$ cat src/rtl/serial_adder_n.sv
// Multi-cycle WIDTH-bit adder: BPC bits per clock, LSB chunk first, start/busy/done handshake.
// Define SERIAL_ADDER_OVF_EN to add the registered signed-overflow output ovf.
module serial_adder_n #(
    parameter int WIDTH = 8,
    parameter int BPC   = 1
) (
    input  logic             clk,
    input  logic             rst,
    input  logic             start,
    input  logic [WIDTH-1:0] a,
    input  logic [WIDTH-1:0] b,
    input  logic             cin,
    output logic             busy,
    output logic             done,
    output logic [WIDTH-1:0] sum,
`ifdef SERIAL_ADDER_OVF_EN
    output logic             ovf,
`endif
    output logic             cout
);

    localparam int NCHUNK = (BPC > 0) ? WIDTH / BPC : 1;
    localparam int CW     = (NCHUNK > 1) ? $clog2(NCHUNK) : 1;
    localparam logic [CW-1:0] LAST = CW'(NCHUNK - 1);

    generate
        if (WIDTH < 1 || BPC < 1 || BPC > WIDTH || (WIDTH % BPC) != 0) begin : g_bad_cfg
            $error("serial_adder_n: BPC must be >= 1 and divide WIDTH exactly");
        end
    endgenerate

    typedef enum logic [1:0] {
        S_IDLE,
        S_RUN,
        S_DONE
    } state_t;

    state_t           state_q, state_d;
    logic [WIDTH-1:0] a_q, a_d;
    logic [WIDTH-1:0] b_q, b_d;
    logic [WIDTH-1:0] psum_q, psum_d;
    logic [WIDTH-1:0] sum_q, sum_d;
    logic [CW-1:0]    cnt_q, cnt_d;
    logic             carry_q, carry_d;
    logic             cout_q, cout_d;
`ifdef SERIAL_ADDER_OVF_EN
    logic             ovf_q, ovf_d;
`endif

    logic [BPC:0]     c_chain;
    logic [BPC-1:0]   chunk_sum;
    logic [WIDTH-1:0] psum_shift;

    always_comb begin
        c_chain    = '0;
        chunk_sum  = '0;
        c_chain[0] = carry_q;
        for (int unsigned i = 0; i < BPC; i++) begin
            chunk_sum[i]   = a_q[i] ^ b_q[i] ^ c_chain[i];
            c_chain[i+1]   = (a_q[i] & b_q[i]) | (c_chain[i] & (a_q[i] ^ b_q[i]));
        end
        // New chunk enters at the top; after NCHUNK shifts the LSB chunk lands at bit 0.
        psum_shift = (psum_q >> BPC) | (WIDTH'(chunk_sum) << (WIDTH - BPC));
    end

    always_comb begin
        state_d = state_q;
        a_d     = a_q;
        b_d     = b_q;
        psum_d  = psum_q;
        sum_d   = sum_q;
        cnt_d   = cnt_q;
        carry_d = carry_q;
        cout_d  = cout_q;
`ifdef SERIAL_ADDER_OVF_EN
        ovf_d   = ovf_q;
`endif
        case (state_q)
            S_IDLE, S_DONE: begin
                if (start) begin
                    a_d     = a;
                    b_d     = b;
                    carry_d = cin;
                    cnt_d   = '0;
                    psum_d  = '0;
                    state_d = S_RUN;
                end else begin
                    state_d = S_IDLE;
                end
            end
            S_RUN: begin
                a_d     = a_q >> BPC;
                b_d     = b_q >> BPC;
                carry_d = c_chain[BPC];
                psum_d  = psum_shift;
                cnt_d   = cnt_q + 1'b1;
                if (cnt_q == LAST) begin
                    sum_d   = psum_shift;
                    cout_d  = c_chain[BPC];
`ifdef SERIAL_ADDER_OVF_EN
                    ovf_d   = c_chain[BPC-1] ^ c_chain[BPC];
`endif
                    cnt_d   = '0;
                    state_d = S_DONE;
                end
            end
            default: state_d = S_IDLE;
        endcase
    end

    always_ff @(posedge clk) begin
        if (rst) begin
            state_q <= S_IDLE;
            a_q     <= '0;
            b_q     <= '0;
            psum_q  <= '0;
            sum_q   <= '0;
            cnt_q   <= '0;
            carry_q <= 1'b0;
            cout_q  <= 1'b0;
`ifdef SERIAL_ADDER_OVF_EN
            ovf_q   <= 1'b0;
`endif
        end else begin
            state_q <= state_d;
            a_q     <= a_d;
            b_q     <= b_d;
            psum_q  <= psum_d;
            sum_q   <= sum_d;
            cnt_q   <= cnt_d;
            carry_q <= carry_d;
            cout_q  <= cout_d;
`ifdef SERIAL_ADDER_OVF_EN
            ovf_q   <= ovf_d;
`endif
        end
    end

    // busy drops in the last RUN cycle so it is high for NCHUNK-1 cycles.
    assign busy = (state_q == S_RUN) && (cnt_q != LAST);
    assign done = (state_q == S_DONE);
    assign sum  = sum_q;
    assign cout = cout_q;
`ifdef SERIAL_ADDER_OVF_EN
    assign ovf  = ovf_q;
`endif

endmodule

$ cat config.mk
export PLATFORM = sky130hd
export DESIGN_NAME = serial_adder_n
export DESIGN_NICKNAME = d
export VERILOG_FILES = /design/src/rtl/serial_adder_n.sv
export SDC_FILE = /design/constraint.sdc
export NUM_CORES = 1
export LEC_CHECK = 0
export CAP_MARGIN = 20
export CORE_MARGIN = 5
export CORE_UTILIZATION = 39
export DETAILED_ROUTE_END_ITERATION = 12
export HOLD_SLACK_MARGIN = 0.02
export SLEW_MARGIN = 20
export SYNTH_ARGS = -nofsm -noshare
export SYNTH_HDL_FRONTEND = slang
export SYNTH_SLANG_ARGS = --single-unit
$ cat constraint.sdc
create_clock -name clk -period 1.4 [get_ports clk]
set_input_delay 0.35 -clock clk [delete_from_list [all_inputs] [get_ports clk]]
set_output_delay 0.35 -clock clk [all_outputs]
set_load 0.01 [all_outputs]
==> out/results.ini, run 1 <==
[run_status]
outcome=finished, violations left
failed_checks=setup timing

[final_layout]
finalNetCount=246
syn_to_final_growth_pct=32.4
design_area_um2=2130
fin_cells=274
antennaDiodeCount=0
nFillCells=368
drive_gt1_share_pct=18.3
final_core_util_pct=53.3

[synthesis]
synth_top_area_share_pct=47.3
ys_async_sr_fraction_pct=0
ys.flop_type=dfxtp_1
yosys_register_bits=38
syn_inst=190
synthesis.nets=213
yosysUniqueCellTypes=20
synth_top_area_cell=dfxtp_1
syn_area_um2=1610
avgSynthCellArea_um2=8.47
ys_seq_area_share_pct=47.3
synth_edf_count=0
synth_area_leaders=dfxtp_1, nand2_1, a311oi_2
synth_warnings=0

[placement]
place_hpwl_um=2370
gp_congestion=0.734
place_area_um2=1990
placed_cells=266
post-place-ws_ns=-0.296
port_buffers=30

[timing]
rsz0062_at_grt=true
tightest_slew_ns=0.291
finalMaxSlewViolations=0
setup-violations-final=3
worst_clock_skew_ns=0.00343
layout_setup_ws_ns=-0.0908
post-route-period-util_pct=106
hold_slack_ns=0.452
period_needed_ns=1.49
hold_violations=0
relSlewSlack_pct=80.6
fmax_mhz=671
tns_ns=-0.118

[die]
die_w_um=74.2
pin_count=31
dieHeight_um=74.2
die-area_um2=5510
rows=23
core_area_um2=4000
start_util_pct=40.2

[routing]
drc=0
dr.first_iter.drc_count=100
wirelength_um=3480
drtPass1Iterations=4
routed_via_density=5.07
vias=1389
ant_nets=0
routedWlPerCell_um=12.7

[critical_path]
crit_fanout=2
crit_type=reg -> out
endpoint_kind=primary output
r2r_cells=4
cp_data_required_time_ns=1.05
reg2reg_to=b_q[1]
r2r_setup_slack_ns=-0.02
worst_ep_arrival_time_ns=1.14
timing.rr.start=state_q[1]
worstSetupStartpointType=flip-flop

[clocking]
cts-htree-levels=2
cts.root.buffer_cell=clkbuf_8
cts_tree=built
clkLatencyLatePin_ns=0.28
clk_pin_slew_ns=0.07
cts.hold.buffers_added=0
clockBufferDepth=2
cts-buffers-inserted=5
cts_setup_buffers=0
cts_num_sinks=38

[flow_run]
maxCapViolCount=0

[power_and_ir_drop]
power.total_mw=2.28
p_per_area_nw_per_um2=1070
ir_drop_mv=0.726
power_leakage_nw=0.805

[grt]
grt_use_total_pct=13.8
grt_pass1_vias=1351
gr-total-overflow=0
grt_pass1_wl_um=5900
grt_max_degree=43
antenna_found_initial=0

[worst_hold_path]
hold_path.class=reg -> reg
worstHoldPathCells=2
hp-start=sum[5]
hold_end=sum[5]

cell usage after synthesis, types with 2 or more instances:
cell / number
a21oi_1: 20
a311oi_1: 7
a311oi_2: 8
nand3_1: 20
ha_1: 2
nand2_1: 50
dfxtp_1: 38
nand2b_1: 2
clkbuf_1: 4
nor2_1: 18
buf_4: 7
buf_2: 4
nor2b_1: 3
cells in the final DEF, fill, tap and decap left out, drive strengths merged:
cell	Yosys	routed
fa	1	1
dlygate4sd2	0	9
nor2b	3	3
a311oi	15	15
clkbuf	4	7
clkinv	0	1
nand2	50	50
buf	13	14
ha	2	2
nand3	20	20
clkdlybuf4s50	0	19
nor4b	1	1
nor2	18	18
nand3b	1	1
a21oi	20	20
nand2b	2	2
a31oi	1	1
clkinvlp	0	1
o21ba	1	1
dfxtp	38	38
layer usage:
layer	track usage, %	vias to the layer above	part of all wire, %
met1	15.6	634	44
met5	0	-	0
met2	23.8	37	49
met3	5.14	4	6.2
li1	-	714	-
met4	5.34	0	0.98
what timing repair did:
item / CTS / global route
gates resized for setup: 25 / 6
pin swaps: 2 / 2
setup endpoints to repair: 25 / 31
how the worst max path moves through the flow:
stage / from / endpoint
final: cnt_q[0] / busy
after global routing: cnt_q[1] / busy
after CTS: cnt_q[1] / busy
after detailed placement: cnt_q[0] / busy
after global placement: cnt_q[0] / busy
after floorplan: cnt_q[0] / busy
where the power goes:
| group | switching, mW | total (mW) | internal (mW) |
|---|---|---|---|
| clock network | 0.382 | 0.778 | 0.396 |
| registers | 0.0330 | 1.17 | 1.14 |
| logic | 0.172 | 0.332 | 0.160 |
| total | 0.588 | 2.28 | 1.69 |
logic make-up after synthesis:
logic type | after synthesis | share of synthesized area (%)
AOI/OAI and AO/OA | 37 | 18.5
DFF | 38 | 47.3
buffers and inverters | 17 | 6.38
adders and majority gates | 3 | 2.80
and+or+nand+nor | 95 | 25.0
critical path, stage by stage, from the launching register on:
cell,delay [ns]
dfxtp_2,0.34
ha_4,0.16
ha_4,0.16
nor2_4,0.09
buf_6,0.11
state kept, by name (all words and copies together), names as in the netlist:
name and count:
state_q 2, carry_q 1, cnt_q 3, a_q 8, b_q 8, psum_q 7
sum 8, cout 1
layout make-up:
class	count	area [um^2]	share of cell area, %
Clock buffer	6	82.6	3.88
Clock inverter	2	12.5	0.587
Multi-Input combinational cell	135	796	37.3
Sequential cell	38	763	35.8
Tap cell	50	62.6	2.94
Timing Repair Buffer	43	414	19.4
Power figures use the tool's default switching activity.
==> run 2: changes to the inputs <==
--- a/config.mk
+++ b/config.mk
@@ -8,6 +8,7 @@
 export CAP_MARGIN = 20
 export CORE_MARGIN = 5
 export CORE_UTILIZATION = 39
+export CTS_CLUSTER_SIZE = 10
 export DETAILED_ROUTE_END_ITERATION = 12
 export HOLD_SLACK_MARGIN = 0.02
 export SLEW_MARGIN = 20
==> results of run 2 <==
Same layout as run 1: the final DEF is identical, and so are final timing and power.
